===== src/rtl/vtg_pkg.sv =====
// vtg_pkg: shared constants for the video timing / pattern generator.
// Holds pattern-mode codes, the colour-bar palette and the moving-bar width.
package vtg_pkg;

    localparam logic [2:0] MODE_BARS   = 3'd0;
    localparam logic [2:0] MODE_GRID   = 3'd1;
    localparam logic [2:0] MODE_GRAD   = 3'd2;
    localparam logic [2:0] MODE_SOLID  = 3'd3;
    localparam logic [2:0] MODE_MOVBAR = 3'd4;

    localparam logic [23:0] COL_WHITE   = 24'hFFFFFF;
    localparam logic [23:0] COL_YELLOW  = 24'hFFFF00;
    localparam logic [23:0] COL_CYAN    = 24'h00FFFF;
    localparam logic [23:0] COL_GREEN   = 24'h00FF00;
    localparam logic [23:0] COL_MAGENTA = 24'hFF00FF;
    localparam logic [23:0] COL_RED     = 24'hFF0000;
    localparam logic [23:0] COL_BLUE    = 24'h0000FF;
    localparam logic [23:0] COL_BLACK   = 24'h000000;

    localparam int BAR_W = 32;

    // Index 8 and above is the remainder region past the last bar.
    function automatic logic [23:0] bar_colour(input logic [3:0] idx);
        case (idx)
            4'd0:    return COL_WHITE;
            4'd1:    return COL_YELLOW;
            4'd2:    return COL_CYAN;
            4'd3:    return COL_GREEN;
            4'd4:    return COL_MAGENTA;
            4'd5:    return COL_RED;
            4'd6:    return COL_BLUE;
            default: return COL_BLACK;
        endcase
    endfunction

endpackage


===== src/rtl/vtg_counter.sv =====
// vtg_counter: one wrapping raster counter with sync/active window decode.
// Ports: clk_i/rst_ni, en_i (advance), total/sync/bporch/res timing in;
// cnt_o, wrap_o (at last count), sync_o, act_o, coord_o (cnt - window start).
module vtg_counter #(
    parameter int CNT_W = 12
) (
    input  logic             clk_i,
    input  logic             rst_ni,
    input  logic             en_i,
    input  logic [CNT_W-1:0] total_i,
    input  logic [CNT_W-1:0] sync_i,
    input  logic [CNT_W-1:0] bporch_i,
    input  logic [CNT_W-1:0] res_i,
    output logic [CNT_W-1:0] cnt_o,
    output logic             wrap_o,
    output logic             sync_o,
    output logic             act_o,
    output logic [CNT_W-1:0] coord_o
);

    logic [CNT_W-1:0] cnt_q, cnt_d;
    logic [CNT_W:0]   start, stop, nxt, cnt_w;

    assign cnt_w  = {1'b0, cnt_q};
    assign start  = {1'b0, sync_i} + {1'b0, bporch_i};
    assign stop   = start + {1'b0, res_i};
    assign nxt    = cnt_w + (CNT_W+1)'(1);

    // A zero total parks the counter at 0 and never reports a wrap.
    assign wrap_o = (total_i != '0) && (nxt >= {1'b0, total_i});

    always_comb begin
        cnt_d = cnt_q;
        if (total_i == '0) begin
            cnt_d = '0;
        end else if (en_i) begin
            cnt_d = wrap_o ? '0 : nxt[CNT_W-1:0];
        end
    end

    always_ff @(posedge clk_i or negedge rst_ni) begin
        if (!rst_ni) begin
            cnt_q <= '0;
        end else begin
            cnt_q <= cnt_d;
        end
    end

    assign cnt_o   = cnt_q;
    assign sync_o  = cnt_q < sync_i;
    assign act_o   = (cnt_w >= start) && (cnt_w < stop);
    assign coord_o = cnt_q - start[CNT_W-1:0];

endmodule


===== src/rtl/vtg_pattern_gen.sv =====
// vtg_pattern_gen: parametrised video timing and test-pattern generator.
// Ports: I_pxl_clk, I_rst_n, h/v timing, sync polarities, I_mode, I_solid_rgb
// in; O_de/O_hs/O_vs, O_data_r/g/b, O_x/O_y, O_frame_start, O_fps_toggle out.
// Optional macro VTG_BORDER_EN forces a white 1-pixel frame border.
module vtg_pattern_gen #(
    parameter int CNT_W     = 12,
    parameter int FPS_DIV   = 60,
    parameter int GRID_LOG2 = 5,
    parameter int BAR_STEP  = 4
) (
    input  logic             I_pxl_clk,
    input  logic             I_rst_n,
    input  logic [CNT_W-1:0] I_h_total,
    input  logic [CNT_W-1:0] I_h_sync,
    input  logic [CNT_W-1:0] I_h_bporch,
    input  logic [CNT_W-1:0] I_h_res,
    input  logic [CNT_W-1:0] I_v_total,
    input  logic [CNT_W-1:0] I_v_sync,
    input  logic [CNT_W-1:0] I_v_bporch,
    input  logic [CNT_W-1:0] I_v_res,
    input  logic             I_hs_pol,
    input  logic             I_vs_pol,
    input  logic [2:0]       I_mode,
    input  logic [23:0]      I_solid_rgb,
    output logic             O_de,
    output logic             O_hs,
    output logic             O_vs,
    output logic [7:0]       O_data_r,
    output logic [7:0]       O_data_g,
    output logic [7:0]       O_data_b,
    output logic [CNT_W-1:0] O_x,
    output logic [CNT_W-1:0] O_y,
    output logic             O_frame_start,
    output logic             O_fps_toggle
);
    import vtg_pkg::*;

    localparam int FW = (FPS_DIV > 1) ? $clog2(FPS_DIV) : 1;

    logic [CNT_W-1:0] h_cnt, v_cnt, h_coord, v_coord;
    logic             h_wrap, v_wrap, hs_raw, vs_raw, h_act, v_act;
    logic             origin, de_raw, frame_end;

    logic [CNT_W-1:0] h_total_q, h_sync_q, h_bporch_q, h_res_q;
    logic [CNT_W-1:0] v_total_q, v_sync_q, v_bporch_q, v_res_q;
    logic             hs_pol_q, vs_pol_q;
    logic [2:0]       mode_q;
    logic [23:0]      solid_q;

    logic [CNT_W-1:0] h_total_c, h_sync_c, h_bporch_c, h_res_c;
    logic [CNT_W-1:0] v_total_c, v_sync_c, v_bporch_c, v_res_c;
    logic             hs_pol_c, vs_pol_c;
    logic [2:0]       mode_c;
    logic [23:0]      solid_c;

    assign origin = (h_cnt == '0) && (v_cnt == '0);

    // On the origin cycle the live inputs already govern decode, so the
    // shadow load and its first use happen together (no stale first pixel).
    assign h_total_c  = origin ? I_h_total   : h_total_q;
    assign h_sync_c   = origin ? I_h_sync    : h_sync_q;
    assign h_bporch_c = origin ? I_h_bporch  : h_bporch_q;
    assign h_res_c    = origin ? I_h_res     : h_res_q;
    assign v_total_c  = origin ? I_v_total   : v_total_q;
    assign v_sync_c   = origin ? I_v_sync    : v_sync_q;
    assign v_bporch_c = origin ? I_v_bporch  : v_bporch_q;
    assign v_res_c    = origin ? I_v_res     : v_res_q;
    assign hs_pol_c   = origin ? I_hs_pol    : hs_pol_q;
    assign vs_pol_c   = origin ? I_vs_pol    : vs_pol_q;
    assign mode_c     = origin ? I_mode      : mode_q;
    assign solid_c    = origin ? I_solid_rgb : solid_q;

    vtg_counter #(.CNT_W(CNT_W)) u_hcnt (
        .clk_i    (I_pxl_clk),
        .rst_ni   (I_rst_n),
        .en_i     (1'b1),
        .total_i  (h_total_c),
        .sync_i   (h_sync_c),
        .bporch_i (h_bporch_c),
        .res_i    (h_res_c),
        .cnt_o    (h_cnt),
        .wrap_o   (h_wrap),
        .sync_o   (hs_raw),
        .act_o    (h_act),
        .coord_o  (h_coord)
    );

    vtg_counter #(.CNT_W(CNT_W)) u_vcnt (
        .clk_i    (I_pxl_clk),
        .rst_ni   (I_rst_n),
        .en_i     (h_wrap),
        .total_i  (v_total_c),
        .sync_i   (v_sync_c),
        .bporch_i (v_bporch_c),
        .res_i    (v_res_c),
        .cnt_o    (v_cnt),
        .wrap_o   (v_wrap),
        .sync_o   (vs_raw),
        .act_o    (v_act),
        .coord_o  (v_coord)
    );

    assign de_raw    = h_act & v_act;
    assign frame_end = h_wrap & v_wrap;

    logic [CNT_W-1:0] x_c, y_c;
    assign x_c = de_raw ? h_coord : '0;
    assign y_c = de_raw ? v_coord : '0;

    // Colour bars: pixel-within-bar counter plus bar index, restarted at x==0.
    logic [CNT_W-1:0] bar_w, pix_q, pix_d, pix_c;
    logic [3:0]       idx_q, idx_d, idx_c;

    assign bar_w = h_res_c >> 3;
    assign idx_c = (h_coord == '0) ? 4'd0 : idx_q;
    assign pix_c = (h_coord == '0) ? '0 : pix_q;

    always_comb begin
        idx_d = idx_q;
        pix_d = pix_q;
        if (h_act) begin
            if (pix_c + CNT_W'(1) >= bar_w) begin
                pix_d = '0;
                idx_d = (idx_c == 4'd8) ? idx_c : idx_c + 4'd1;
            end else begin
                pix_d = pix_c + CNT_W'(1);
                idx_d = idx_c;
            end
        end
    end

    // Moving bar position advances on the last pixel of each frame.
    logic [CNT_W-1:0] pos_q, pos_d;
    logic [CNT_W:0]   pos_nxt;
    logic             on_bar;

    assign pos_nxt = {1'b0, pos_q} + (CNT_W+1)'(BAR_STEP);
    assign pos_d   = !frame_end ? pos_q :
                     (pos_nxt >= {1'b0, h_res_c}) ? '0 : pos_nxt[CNT_W-1:0];
    assign on_bar  = ({1'b0, x_c} >= {1'b0, pos_q}) &&
                     ({1'b0, x_c} < {1'b0, pos_q} + (CNT_W+1)'(BAR_W));

    logic [23:0] pat;

    always_comb begin
        pat = COL_BLACK;
        case (mode_c)
            MODE_BARS:   pat = (bar_w == '0) ? COL_BLACK : bar_colour(idx_c);
            MODE_GRID:   pat = (x_c[GRID_LOG2-1:0] == '0 ||
                                y_c[GRID_LOG2-1:0] == '0) ? COL_WHITE : COL_BLACK;
            MODE_GRAD:   pat = {x_c[7:0], x_c[7:0], x_c[7:0]};
            MODE_SOLID:  pat = solid_c;
            MODE_MOVBAR: pat = on_bar ? COL_WHITE : COL_BLUE;
            default:     pat = COL_BLACK;
        endcase
`ifdef VTG_BORDER_EN
        if (x_c == '0 || x_c == h_res_c - CNT_W'(1) ||
            y_c == '0 || y_c == v_res_c - CNT_W'(1)) begin
            pat = COL_WHITE;
        end
`endif
        if (!de_raw) begin
            pat = COL_BLACK;
        end
    end

    logic [FW-1:0]    fcnt_q;
    logic             de_q, hs_q, vs_q, fs_q, tog_q;
    logic [23:0]      rgb_q;
    logic [CNT_W-1:0] x_q, y_q;

    always_ff @(posedge I_pxl_clk or negedge I_rst_n) begin
        if (!I_rst_n) begin
            h_total_q  <= '0;
            h_sync_q   <= '0;
            h_bporch_q <= '0;
            h_res_q    <= '0;
            v_total_q  <= '0;
            v_sync_q   <= '0;
            v_bporch_q <= '0;
            v_res_q    <= '0;
            hs_pol_q   <= 1'b0;
            vs_pol_q   <= 1'b0;
            mode_q     <= '0;
            solid_q    <= '0;
            idx_q      <= '0;
            pix_q      <= '0;
            pos_q      <= '0;
            fcnt_q     <= '0;
            de_q       <= 1'b0;
            hs_q       <= 1'b0;
            vs_q       <= 1'b0;
            rgb_q      <= '0;
            x_q        <= '0;
            y_q        <= '0;
            fs_q       <= 1'b0;
            tog_q      <= 1'b0;
        end else begin
            h_total_q  <= h_total_c;
            h_sync_q   <= h_sync_c;
            h_bporch_q <= h_bporch_c;
            h_res_q    <= h_res_c;
            v_total_q  <= v_total_c;
            v_sync_q   <= v_sync_c;
            v_bporch_q <= v_bporch_c;
            v_res_q    <= v_res_c;
            hs_pol_q   <= hs_pol_c;
            vs_pol_q   <= vs_pol_c;
            mode_q     <= mode_c;
            solid_q    <= solid_c;
            idx_q      <= idx_d;
            pix_q      <= pix_d;
            pos_q      <= pos_d;
            if (origin) begin
                if (fcnt_q == FW'(FPS_DIV - 1)) begin
                    fcnt_q <= '0;
                    tog_q  <= ~tog_q;
                end else begin
                    fcnt_q <= fcnt_q + FW'(1);
                end
            end
            de_q  <= de_raw;
            hs_q  <= ~(hs_raw ^ hs_pol_c);
            vs_q  <= ~(vs_raw ^ vs_pol_c);
            rgb_q <= pat;
            x_q   <= x_c;
            y_q   <= y_c;
            fs_q  <= origin;
        end
    end

    assign O_de          = de_q;
    assign O_hs          = hs_q;
    assign O_vs          = vs_q;
    assign O_data_r      = rgb_q[23:16];
    assign O_data_g      = rgb_q[15:8];
    assign O_data_b      = rgb_q[7:0];
    assign O_x           = x_q;
    assign O_y           = y_q;
    assign O_frame_start = fs_q;
    assign O_fps_toggle  = tog_q;

endmodule

===== config.mk =====
export PLATFORM = sky130hd
export DESIGN_NAME = vtg_pattern_gen
export DESIGN_NICKNAME = d
export VERILOG_FILES = /design/src/rtl/vtg_pkg.sv /design/src/rtl/vtg_counter.sv /design/src/rtl/vtg_pattern_gen.sv
export SDC_FILE = /design/constraint.sdc
export NUM_CORES = 1
export LEC_CHECK = 0
export BUFFER_PORTS_ARGS = -buffer_cell sky130_fd_sc_hd__buf_4
export CAP_MARGIN = 20
export CORE_MARGIN = 1
export CORE_UTILIZATION = 40
export DETAILED_ROUTE_END_ITERATION = 8
export SLEW_MARGIN = 5
export SYNTH_ARGS = -nofsm -noshare
export SYNTH_HDL_FRONTEND = slang
export SYNTH_SLANG_ARGS = --single-unit
export TNS_END_PERCENT = 50

===== constraint.sdc =====
create_clock -name I_pxl_clk -period 10.9 [get_ports I_pxl_clk]
set_input_delay 2.18 -clock I_pxl_clk [delete_from_list [all_inputs] [get_ports I_pxl_clk]]
set_output_delay 2.18 -clock I_pxl_clk [all_outputs]
set_load 0.03 [all_outputs]

==> out/qor.yml <==
outcome:
  status: "finished, final reports clean"
finish:
  reg_top3: "rgb_q: 24 flops, solid_q: 24 flops"
  num_antenna_cells: 0
  fin_nets: 2268
  final_layout_size_suffix_gt1_share_pct: 15.3
  nFillCells: 3830
  finalInstanceArea_um2: 19200
  syn2layout_area_growth_pct: 18.5
setup_path:
  cp_common_cell: "ha_1"
  slowest_stage: "a2111oi_0"
  critPathMaxStageDelay_ns: 0.59
  startpoint_type: "flop"
  crit_type: "reg -> reg"
  cp_data_arrival_time_ns: 10.20
  worstPathMaxFanout: 33
  required_ns: 11.30
  end_kind: "flop"
logic_synthesis:
  yosys.area.top_type: "dfrtp_1"
  synth_mux_area_share_pct: 3.74
  ys_seq_elements: 234
  synth_warnings: 0
  synth_area_um2: 16200
  synthTopCellsByArea: "dfrtp_1, ha_1, nand2_1"
  syn-num-nets: 2094
  synthFlopType: "dfrtp_1"
  synth_xor_area_share_pct: 6.20
  async_reset_ff_share_pct: 100
  ys_seq_area_share_pct: 36.2
  synth_cells: 1783
  synth-compound-area-share_pct: 13.9
  yosysUniqueCellTypes: 99
  synthSimpleGateAreaFrac_pct: 20.3
  synth_top_area_share_pct: 36.2
  synth_edf_count: 0
  synthAdderAreaFrac_pct: 15.0
  synth_top_family_by_area: "simple AND/OR/NAND/NOR gates"
  avgSynthCellArea_um2: 9.08
route:
  wirelength_um: 46600
  ant_nets: 0
  routedWlPerCell_um: 18.6
  dr.pass1.iters: 5
  post-route-drc-count: 0
  drtIter0Drc: 773
  vias: 13400
  via_per_inst: 5.35
sta:
  fin_hold_ws_ns: 0.469
  tightest_slew_ns: 1.04
  finalSetupViolations: 0
  finalClockSkew_ns: 0.00985
  rsz0062_at_grt: "false"
  hold_viol_final: 0
  fmax_mhz: 102
  fin_crit_sh_pct: 89.9
  fin_tns_setup_ns: 0
  maxSlewViolCount: 0
  period_needed_ns: 9.80
  slew_headroom_pct: 30.1
clock_tree:
  clock-root-buffer: "clkbuf_16"
  cts_hold_buf: 0
  postCtsSetupRepairBufs: 0
  path_clk_slew_ns: 0.06
  cts_resized: 0
  h-tree-depth: 1
  numCtsBuffers: 29
  cts.sinks: 234
  clockBufferDepth: 3
  cts_tree: "done"
  insertion_delay_ns: 0.57
floorplanning:
  rows: 73
  core_area_um2: 39800
  dieWidth_um: 203
  die_area_um2: 41300
  initial_core_util_pct: 40.6
  die_y_um: 203
  io_pins: 180
placed_design:
  postPlaceCellArea_um2: 18100
  place.gp.congestion: 0.864
  port_buffers: 179
  hpwl_um: 36000
power:
  peakVddDrop_mv: 0.123
  p_leak_nw: 9.72
  power.density_nw_per_um2: 143
global_routing:
  groute.usage.overall_pct: 22.8
  grt_pass1_wl_um: 74300
  antenna_found_initial: 0
  gr-usage-met2_pct: 35.8
  grt_max_degree: 91
  grt_overflow: 0
  grtUsageMet3_pct: 3.05
  grt_use_met1_pct: 32.2
  grt_pass1_vias: 13500
  grt.busiest_layer: "met2"
flow_run:
  max_cap_viol_count: 0
hold_path:
  hold_path_class: "reg -> reg"
-- cells in the mapped netlist (all sizes together) (4+ instances only) --
master / number
nor2: 87
o21a: 16
xor2: 45
o21bai: 8
dfrtp: 234
o2111ai: 5
nand3: 48
nand4: 22
mux2i: 56
a31o: 4
a21oi: 82
mux2: 4
nor3: 21
a22o: 4
inv: 123
nor4: 18
fa: 6
nor4b: 5
o21ai: 71
or4: 6
clkbuf: 35
maj3: 8
a221o: 4
and2: 5
or3: 14
nand4b: 5
nor2b: 29
and3: 22
buf: 15
a211oi: 11
xnor2: 66
and4: 6
nand2: 323
nand3b: 13
a31oi: 31
a21o: 49
o31ai: 5
and4b: 4
ha: 178
or2: 6
o211ai: 8
nand2b: 29
-- power breakdown --
part / leakage [nW] / internal, mW / switching, mW / total (mW)
clock: 0.525 / 0.699 / 0.400 / 1.10
combinational: 6.50 / 0.296 / 0.366 / 0.663
sequential: 2.69 / 0.902 / 0.0718 / 0.973
total: 9.72 / 1.90 / 0.838 / 2.74
-- per-stage QoR --
stage,total power [mW],utilization [%],setup slack [ns],cells
2_1_floorplan,1.41,-,1.39,1783
3_3_place_gp,1.64,45.3,1.33,2450
3_5_place_dp,1.65,45.3,1.08,2450
4_1_cts,2.76,48.1,1.16,2504
5_1_grt,2.88,48.2,0.0515,2505
6_report,2.74,48.2,1.10,2505
-- routing by layer --
layer	routed length, um	share of wire, %	up-vias
met4	1600	3.4	0
met2	20800	45	326
li1	-	-	6583
met5	0	0	-
met3	2290	4.9	90
met1	21900	47	6410
-- worst paths after layout --
path	start	end	slack, ns	cells past startpoint
worst max-delay path	u_hcnt.cnt_o[1]$_DFF_PN0_	rgb_q[20]$_DFF_PN0_	1.10	41
worst min-delay path	solid_q[7]$_DFF_PN0_	solid_q[7]$_DFF_PN0_	0.47	2
worst max register to register	u_hcnt.cnt_o[1]$_DFF_PN0_	rgb_q[20]$_DFF_PN0_	1.10	41
worst min register to register	solid_q[7]$_DFF_PN0_	solid_q[7]$_DFF_PN0_	0.47	2
max in group asynchronous	I_rst_n	u_hcnt.cnt_o[8]$_DFF_PN0_	7.92	2
min in group asynchronous	I_rst_n	solid_q[3]$_DFF_PN0_	1.61	1
-- worst max-delay path, delay by kind of cell (launching register included) --
family | cells | cell delay, ns
AO/OA/AOI/OAI | 18 | 3.72
XOR/XNOR | 2 | 0.34
adder cells (fa/ha/maj) | 5 | 1.39
buffers and inverters | 4 | 1.04
flip-flops | 1 | 0.49
AND/OR/NAND/NOR | 12 | 2.59
-- cell families after synthesis --
family | count (synthesis)
mux | 60
flops | 234
buf+inv | 179
fa+ha+maj | 192
xor+xnor | 112
compound gates | 337
simple gates | 669
-- area by class of cell --
cell class	instances	area, um2	area share (%)
Multi-Input combinational cell	1370	9590	50.0
Sequential cell	234	5860	30.5
Timing Repair Buffer	197	1510	7.86
Clock buffer	35	778	4.06
Tap cell	525	657	3.43
Inverter	125	470	2.45
Clock inverter	19	320	1.67
-- cell usage in the layout (no fill, tap or decap), types with 49 or more instances in the layout --
| cell | n |
|---|---|
| ha_1 | 178 |
| buf_4 | 195 |
| mux2i_1 | 56 |
| a21o_1 | 49 |
| nand2_1 | 322 |
| o21ai_0 | 67 |
| a21oi_1 | 82 |
| dfrtp_1 | 234 |
| nor2_1 | 85 |
| inv_1 | 123 |
| xnor2_1 | 65 |
Power figures use the tool's default switching activity.
